## src/rtl/uart_rx_frame.sv

```systemverilog
// Oversampled UART receiver with runtime parity/stop-bit selection and a valid/ready holding register.
// Optional UART_RX_MAJORITY_EN: 3-tick majority vote at every sample point.
module uart_rx_frame #(
  parameter int unsigned DATA_BITS  = 8,
  parameter int unsigned OVERSAMPLE = 16
) (
  input  logic                 clk,
  input  logic                 reset_n,
  input  logic                 tick_os,
  input  logic                 rx_pin,
  input  logic [1:0]           parity_mode,
  input  logic                 stop_bits_2,
  output logic [DATA_BITS-1:0] rx_data,
  output logic                 rx_valid,
  input  logic                 rx_ready,
  output logic                 parity_err,
  output logic                 frame_err,
  output logic                 overrun_err,
  output logic                 busy
);

  localparam int unsigned CNT_W = $clog2(OVERSAMPLE);
  localparam int unsigned IDX_W = $clog2(DATA_BITS);
`ifdef UART_RX_MAJORITY_EN
  // Vote completes one tick after the nominal point, so every decision shifts by one tick.
  localparam int unsigned START_PT = OVERSAMPLE / 2;
`else
  localparam int unsigned START_PT = OVERSAMPLE / 2 - 1;
`endif
  localparam logic [CNT_W-1:0] START_PT_C = CNT_W'(START_PT);
  localparam logic [CNT_W-1:0] BIT_PT_C   = CNT_W'(OVERSAMPLE - 1);
  localparam logic [IDX_W-1:0] LAST_IDX_C = IDX_W'(DATA_BITS - 1);

  typedef enum logic [2:0] {
    IDLE   = 3'd0,
    START  = 3'd1,
    DATA   = 3'd2,
    PARITY = 3'd3,
    STOP   = 3'd4
  } state_t;

  state_t               state, state_nxt;
  logic [CNT_W-1:0]     os_cnt, os_cnt_nxt;
  logic [IDX_W-1:0]     bit_idx, bit_idx_nxt;
  logic [DATA_BITS-1:0] shreg, shreg_nxt;
  logic                 par_en, par_en_nxt;
  logic                 par_odd, par_odd_nxt;
  logic                 stop2, stop2_nxt;
  logic                 stop_cnt, stop_cnt_nxt;
  logic                 parity_err_n, parity_err_n_nxt;
  logic                 ferr, ferr_nxt;
  logic                 deliver;

  logic sync1, sync2, rx_prev;
  logic sample;
  logic fall_edge;
  logic [CNT_W-1:0] cnt_inc;

  // Two-flop synchroniser; the edge-detect flop only advances on ticks so a one-clk edge is not missed.
  always_ff @(posedge clk or negedge reset_n) begin
    if (!reset_n) begin
      sync1   <= 1'b1;
      sync2   <= 1'b1;
      rx_prev <= 1'b1;
    end else begin
      sync1 <= rx_pin;
      sync2 <= sync1;
      if (tick_os) rx_prev <= sync2;
    end
  end

`ifdef UART_RX_MAJORITY_EN
  logic [1:0] hist;

  always_ff @(posedge clk or negedge reset_n) begin
    if (!reset_n) hist <= 2'b11;
    else if (tick_os) hist <= {hist[0], sync2};
  end

  assign sample = (hist[1] & hist[0]) | (hist[1] & sync2) | (hist[0] & sync2);
`else
  assign sample = sync2;
`endif

  assign fall_edge = rx_prev & ~sync2;
  assign cnt_inc   = (os_cnt == BIT_PT_C) ? '0 : os_cnt + CNT_W'(1);

  always_ff @(posedge clk or negedge reset_n) begin
    if (!reset_n) begin
      state        <= IDLE;
      os_cnt       <= '0;
      bit_idx      <= '0;
      shreg        <= '0;
      par_en       <= 1'b0;
      par_odd      <= 1'b0;
      stop2        <= 1'b0;
      stop_cnt     <= 1'b0;
      parity_err_n <= 1'b0;
      ferr         <= 1'b0;
    end else begin
      state        <= state_nxt;
      os_cnt       <= os_cnt_nxt;
      bit_idx      <= bit_idx_nxt;
      shreg        <= shreg_nxt;
      par_en       <= par_en_nxt;
      par_odd      <= par_odd_nxt;
      stop2        <= stop2_nxt;
      stop_cnt     <= stop_cnt_nxt;
      parity_err_n <= parity_err_n_nxt;
      ferr         <= ferr_nxt;
    end
  end

  // Next-state and deframing datapath; nothing moves without a tick.
  always_comb begin
    state_nxt        = state;
    os_cnt_nxt       = os_cnt;
    bit_idx_nxt      = bit_idx;
    shreg_nxt        = shreg;
    par_en_nxt       = par_en;
    par_odd_nxt      = par_odd;
    stop2_nxt        = stop2;
    stop_cnt_nxt     = stop_cnt;
    parity_err_n_nxt = parity_err_n;
    ferr_nxt         = ferr;
    deliver          = 1'b0;

    if (tick_os) begin
      case (state)
        IDLE: begin
          if (fall_edge) begin
            par_en_nxt  = (parity_mode == 2'b01) || (parity_mode == 2'b10);
            par_odd_nxt = (parity_mode == 2'b01);
            stop2_nxt   = stop_bits_2;
            os_cnt_nxt  = '0;
            state_nxt   = START;
          end
        end
        START: begin
          if (os_cnt == START_PT_C) begin
            if (sample) begin
              state_nxt = IDLE;
            end else begin
              os_cnt_nxt       = '0;
              bit_idx_nxt      = '0;
              stop_cnt_nxt     = 1'b0;
              parity_err_n_nxt = 1'b0;
              ferr_nxt         = 1'b0;
              state_nxt        = DATA;
            end
          end else begin
            os_cnt_nxt = cnt_inc;
          end
        end
        DATA: begin
          os_cnt_nxt = cnt_inc;
          if (os_cnt == BIT_PT_C) begin
            shreg_nxt = {sample, shreg[DATA_BITS-1:1]};
            if (bit_idx == LAST_IDX_C) state_nxt = par_en ? PARITY : STOP;
            else                       bit_idx_nxt = bit_idx + IDX_W'(1);
          end
        end
        PARITY: begin
          os_cnt_nxt = cnt_inc;
          if (os_cnt == BIT_PT_C) begin
            parity_err_n_nxt = (^shreg) ^ sample ^ par_odd;
            state_nxt        = STOP;
          end
        end
        STOP: begin
          os_cnt_nxt = cnt_inc;
          if (os_cnt == BIT_PT_C) begin
            if (!sample) ferr_nxt = 1'b1;
            if (stop2 && !stop_cnt) begin
              stop_cnt_nxt = 1'b1;
            end else begin
              state_nxt = IDLE;
              deliver   = 1'b1;
            end
          end
        end
        default: state_nxt = IDLE;
      endcase
    end
  end

  // Holding register: a concurrent handshake frees the slot for the word being delivered.
  always_ff @(posedge clk or negedge reset_n) begin
    if (!reset_n) begin
      rx_data     <= '0;
      rx_valid    <= 1'b0;
      parity_err  <= 1'b0;
      frame_err   <= 1'b0;
      overrun_err <= 1'b0;
      busy        <= 1'b0;
    end else begin
      busy <= (state_nxt != IDLE);
      if (deliver && (!rx_valid || rx_ready)) begin
        rx_data     <= shreg;
        parity_err  <= parity_err_n;
        frame_err   <= ferr_nxt;
        overrun_err <= 1'b0;
        rx_valid    <= 1'b1;
      end else if (deliver) begin
        overrun_err <= 1'b1;
      end else if (rx_valid && rx_ready) begin
        rx_valid <= 1'b0;
      end
    end
  end

endmodule
```

## config.mk

```make
export PLATFORM = sky130hd
export DESIGN_NAME = uart_rx_frame
export DESIGN_NICKNAME = d
export VERILOG_FILES = /design/src/rtl/uart_rx_frame.sv
export SDC_FILE = /design/constraint.sdc
export NUM_CORES = 1
export LEC_CHECK = 0
export ABC_CLOCK_PERIOD_IN_PS = 3500
export BUFFER_PORTS_ARGS = -buffer_cell sky130_fd_sc_hd__buf_2
export CAP_MARGIN = 15
export CORE_MARGIN = 2
export CORE_UTILIZATION = 30
export DETAILED_ROUTE_END_ITERATION = 10
export GPL_TIMING_DRIVEN = 0
export MAX_ROUTING_LAYER = met4
export PLACE_DENSITY = 0.53
export REMOVE_ABC_BUFFERS = 1
export SLEW_MARGIN = 20
export SYNTH_ARGS = -nofsm -noshare
export SYNTH_HDL_FRONTEND = slang
export SYNTH_SLANG_ARGS = --single-unit
export TNS_END_PERCENT = 20
```

## constraint.sdc

```tcl
create_clock -name clk -period 3.5 [get_ports clk]
set_input_delay 0.7 -clock clk [delete_from_list [all_inputs] [get_ports clk]]
set_output_delay 0.7 -clock clk [all_outputs]
set_load 0.05 [all_outputs]
```

# Word level (Yosys, flattened, before mapping)

Cells that the tools add are included.

Register bits after elaboration: 40
Bits of input ports: 8

Add/sub/neg operators: 2
Eq/ne operators: 19
Multiplexer cells: 43
Bitwise logic cells: 4
Reduce and logical (&&, ||, !) cells: 24

Operator list:

| operator                                                              | count |
|---|---|
| 3-bit 2-to-1 mux                                                      | 13 |
| 1-bit 2-to-1 mux                                                      | 19 |
| 4-bit 2-to-1 mux                                                      | 4 |
| 2-bit inequality test, second input constant                          | 8 |
| 3-bit one-hot mux with 5 select lines                                 | 1 |
| 4-bit one-hot mux with 3 select lines                                 | 1 |
| 6-bit AND reduction                                                   | 2 |
| 2-bit nonzero test                                                    | 5 |
| 8-bit XOR reduction                                                   | 1 |
| 3-bit by 2-bit equality test with 1-bit output, second input constant | 2 |
| 3-bit equality test, second input constant                            | 2 |
| 1-bit one-hot mux with 2 select lines                                 | 3 |
| 3-bit one-hot mux with 2 select lines                                 | 1 |
| 3-bit AND reduction                                                   | 2 |
| 3-bit nonzero test                                                    | 2 |
| 5-bit AND reduction                                                   | 1 |
| 4-bit by 1-bit adder with 4-bit output, second input constant         | 1 |
| 4-bit by 3-bit equality test with 1-bit output, second input constant | 1 |
| 4-bit equality test, second input constant                            | 1 |
| 4-bit AND reduction                                                   | 1 |
| 3-bit by 1-bit adder with 3-bit output, second input constant         | 1 |
| 3-bit by 1-bit equality test with 1-bit output, second input constant | 1 |
| 1-bit logical AND                                                     | 3 |
| 3-bit zero test                                                       | 1 |
| other kinds (12)                                                      | 15 |

# Longest topological paths before layout

Depth in word-level cells: 9
Mapped depth: 7

# Least setup slack after synthesis

OpenSTA, ideal clock, no wires.

Kind: input to register
Start point: input port tick_os
End point: register shreg[0]
Library setup time: 125 ps
Arrival: 1875 ps
Required time: 3375 ps
Setup slack: 1500 ps
Stages on the path: 4
Cells stage by stage: buf_2 inv_1 nor4_4 mux2_4

Cells in the longest elaborated chain, start to end: 1

Ends and longest elaborated chain:

| item                          | line | text |
|---|---|---|
| start, declared               | 9    | `input logic tick_os,` |
| 3-bit AND reduction (no line) | n/a  |  |
| end signal, assigned          | 104  | `shreg <= shreg_nxt;` |
| end, declared                 | 45   | `logic [DATA_BITS-1:0] shreg, shreg_nxt;` |

Every way passes these cells.
A chain may end at the register's enable or synchronous reset.

# Worst setup path in the final report

Start point: register state[0]
End point: register frame_err

Cells in the longest elaborated chain, start to end: 4
Elaborated cells between the ends (all ways): 7
Classes of those cells: 2 x eq/ne; 4 x mux; 1 x reduce/logical

Ends and longest elaborated chain:

| item                   | line | text |
|---|---|---|
| start, declared        | 42   | `state_t state, state_nxt;` |
| start signal, assigned | 101  | `state <= state_nxt;` |
| 3-bit equality test    | 129  | `case (state)` |
| 1-bit 2-to-1 mux       | 129  |  |
| 1-bit 2-to-1 mux       | 128  | `if (tick_os) begin` |
| 1-bit logical AND      | 198  | `if (deliver && (!rx_valid \|\| rx_ready)) begin` |
| end signal, assigned   | 201  | `frame_err <= ferr_nxt;` |
| end, declared          | 17   | `output logic frame_err,` |

Parallel ways exist; a longest one is shown, timed or not.

==> reports/qor.yml <==
cts_setup_buffers: 0
worst_ep_arrival_time_ns: 2.52
antenna_violating_nets_post_route: 0
final_weighted_congestion_in_routability_driven_placement: 0.8076
vias: 1238
vias_per_cell: 4.689
crit_path_start: "state[0]"
cts_tree: "done"
wl_per_cell_um: 12.95
gate_count_of_the_mapped_netlist: 163
gr-total-overflow: 0
hold_slack_ns: 0.3602
cts_buffers: 5
clock_tree.buffer_depth: 2
cts.htree.levels: 2
asyncSetResetFlopFracSynth_pct: 100.0
fp-row-count: 29
wire_length_of_the_first_global_routing_pass_um: 6223
synth.cell_area_um2: 1926
tightestPinTransition_ns: 0.8781
synthFlopType: "sky130_fd_sc_hd__dfrtp_1"
yosysWarningCount: 0
path_class: "register to register"
drt-pass1-iter-count: 6
synthDistinctLibCells: 38
pin_count: 21
timing.rr.start: "state[0]"
insertion_delay_ns: 0.29
min_from: "sync1"
detailedPlacementHpwl_um: 2444
die_width_um: 84.12
number_of_design_rule_violations_left_after_detail_routing: 0
max_freq_mhz: 429.1
synth-seq-area-share_pct: 52.18
synth_enable_flop_cells: 0
timing.final.setup_violations: 0
cts.repair.resized: 0
nNetsFinal: 198
critical-path-slowest-cell: "sky130_fd_sc_hd__dfrtp_1"
static-leakage-power_uw: 0.001058
die-area_um2: 7075
synth.ff_latch_count: 40
syn_avg_cell_area_um2: 11.81
port_bufs: 20
critPathMaxFanout: 14
cp_data_required_time_ns: 3.69
clk_transition_reported_paths_ns: 0.09
setup.worst_path.end_class: "register"
antenna_diode_instance_count: 0
groute.usage.overall_pct: 11.35
pin_count_of_the_biggest_net_entering_global_routing: 41
start_util_pct: 30.68
grt_setup_unrepaired: "false"
fp.coreArea_um2: 6277
layout_worst_path_cycle_share_pct: 66.58
maxSlewHeadroom_pct: 41.46
run_status: "finished clean"
crit_path_start_kind: "register"
power_density_nw_per_um2: 561.3
finalWorstPathRequiredPeriod_ns: 2.330
clock_tree.root_cell: "sky130_fd_sc_hd__clkbuf_8"
hold_class: "register to register"
finalSetupTns_ns: 0
detail_route.wirelength_um: 3418
antenna_found_initial: 0
detailedRoute.firstIterationViolations: 68
die_h_um: 84.12
timing_max_transition_violations_final: 0
final.setup_skew_ns: 0.006448
maxCapViolCount: 0
peak_vdd_ir_mv: 0.2481
grt_pass1_vias: 1257
cts_hold_repair.buffers: 0
tritoncts_num_sinks: 40
critical_path.cell_chain: "nor3b_1 -> and3_1 -> nand2_1 -> a21oi_2 -> mux2_2"
hold_violations: 0
final_layout_size_suffix_gt1_share_pct: 24.60
cp_slowest_stage_delay_ns: 0.56
area_delta_synth_final_pct: 15.07
-- area by class of cell --
| class | count | area (um2) |
|---|---|---|
| multi-input cells | 109 | 860.8 |
| clock inverters | 3 | 47.55 |
| repair buffers | 20 | 100.1 |
| well taps | 77 | 96.34 |
| flip-flops and latches | 40 | 1005 |
| clock buffers | 5 | 68.82 |
| inverters | 10 | 37.54 |
| fillers | 641 | 4061 |
-- stage by stage --
stage | util [%] | power, uW | instances | setup slack [ns] | cell area, um2
after floorplan | - | 794.4 | 159 | 1.568 | 1903
after global placement | 33.45 | 862.5 | 256 | 1.099 | 2100
after detailed placement | 33.45 | 868.8 | 256 | 1.103 | 2100
after CTS | 35.30 | 1260 | 264 | 1.152 | 2216
after global routing | 35.30 | 1329 | 264 | 0.9708 | 2216
final | 35.30 | 1244 | 264 | 1.170 | 2216
-- per-layer routing --
layer | wire (um) | GRT usage, % | share of wire (%) | vias up
li1 | - | - | - | 620
met3 | 118 | 3.363 | 3.5 | 7
met2 | 1505 | 16.38 | 44 | 17
met5 | 0 | - | 0 | -
met1 | 1740 | 15.29 | 51 | 594
met4 | 54 | 3.812 | 1.6 | 0
-- synthesized netlist by cell type, types with 4 or more instances --
cell type                  number  area (um2)
sky130_fd_sc_hd__and3_1         4       25.02
sky130_fd_sc_hd__nor2b_1        4       25.02
sky130_fd_sc_hd__nand3_1        5       25.02
sky130_fd_sc_hd__dfrtp_1       37       925.9
sky130_fd_sc_hd__mux2_1        13       146.4
sky130_fd_sc_hd__inv_1         10       37.54
sky130_fd_sc_hd__o21ai_1        9       45.04
sky130_fd_sc_hd__nand2b_1       4       25.02
sky130_fd_sc_hd__xnor2_1        9       78.83
sky130_fd_sc_hd__ha_1           4       50.05
sky130_fd_sc_hd__mux2_4         8       120.1
sky130_fd_sc_hd__nand2_1       14       52.55
-- state kept, by name, indices dropped and copies added (netlist names), 3 cells and up --
signal,cells
rx_data,8
state,3
os_cnt,4
shreg,8
bit_idx,3
-- cell usage in the layout (no fill, tap or decap), types with 5 or more instances in the layout --
master | netlist | final
sky130_fd_sc_hd__clkbuf_8 | 0 | 5
sky130_fd_sc_hd__mux2_4 | 8 | 8
sky130_fd_sc_hd__nand2_1 | 14 | 14
sky130_fd_sc_hd__dfrtp_1 | 37 | 37
sky130_fd_sc_hd__inv_1 | 10 | 10
sky130_fd_sc_hd__xnor2_1 | 9 | 9
sky130_fd_sc_hd__nand3_1 | 5 | 5
sky130_fd_sc_hd__buf_2 | 3 | 20
sky130_fd_sc_hd__mux2_1 | 13 | 13
sky130_fd_sc_hd__o21ai_1 | 9 | 9
-- power breakdown --
| part | switching [uW] | leakage, uW | internal (uW) |
|---|---|---|---|
| Clock | 173 | 0.0000583 | 215 |
| Combinational | 144 | 0.000474 | 113 |
| Sequential | 76.9 | 0.000525 | 522 |
-- critical path, delay by kind of cell (launching register included) --
family,cells,cell delay [ns]
compound gates,1,0.54
flops,1,0.56
mux,1,0.40
simple gates,3,0.72
-- final timing paths --
path / to / slack (ns) / depth (start not counted)
max in group asynchronous: bit_idx[1] / 2.43 / 1
min in group asynchronous: rx_data[1] / 0.52 / 1
hold reg to reg: sample / 0.36 / 0
setup / recovery: frame_err / 1.17 / 5
setup reg to reg: frame_err / 1.17 / 5
hold / removal: sample / 0.36 / 0
-- logic make-up (layout without fill, tap and decap cells) --
kind of cell,after synthesis,count (layout),synth area share (%)
buffers and inverters,14,38,3.119
AO/OA/AOI/OAI,26,26,8.772
AND/OR/NAND/NOR,48,48,14.81
adder cells (fa/ha/maj),4,4,2.599
flip-flops,40,40,52.18
XOR/XNOR,9,9,4.094
multiplexers,22,22,14.43
Power figures use the tool's default switching activity.
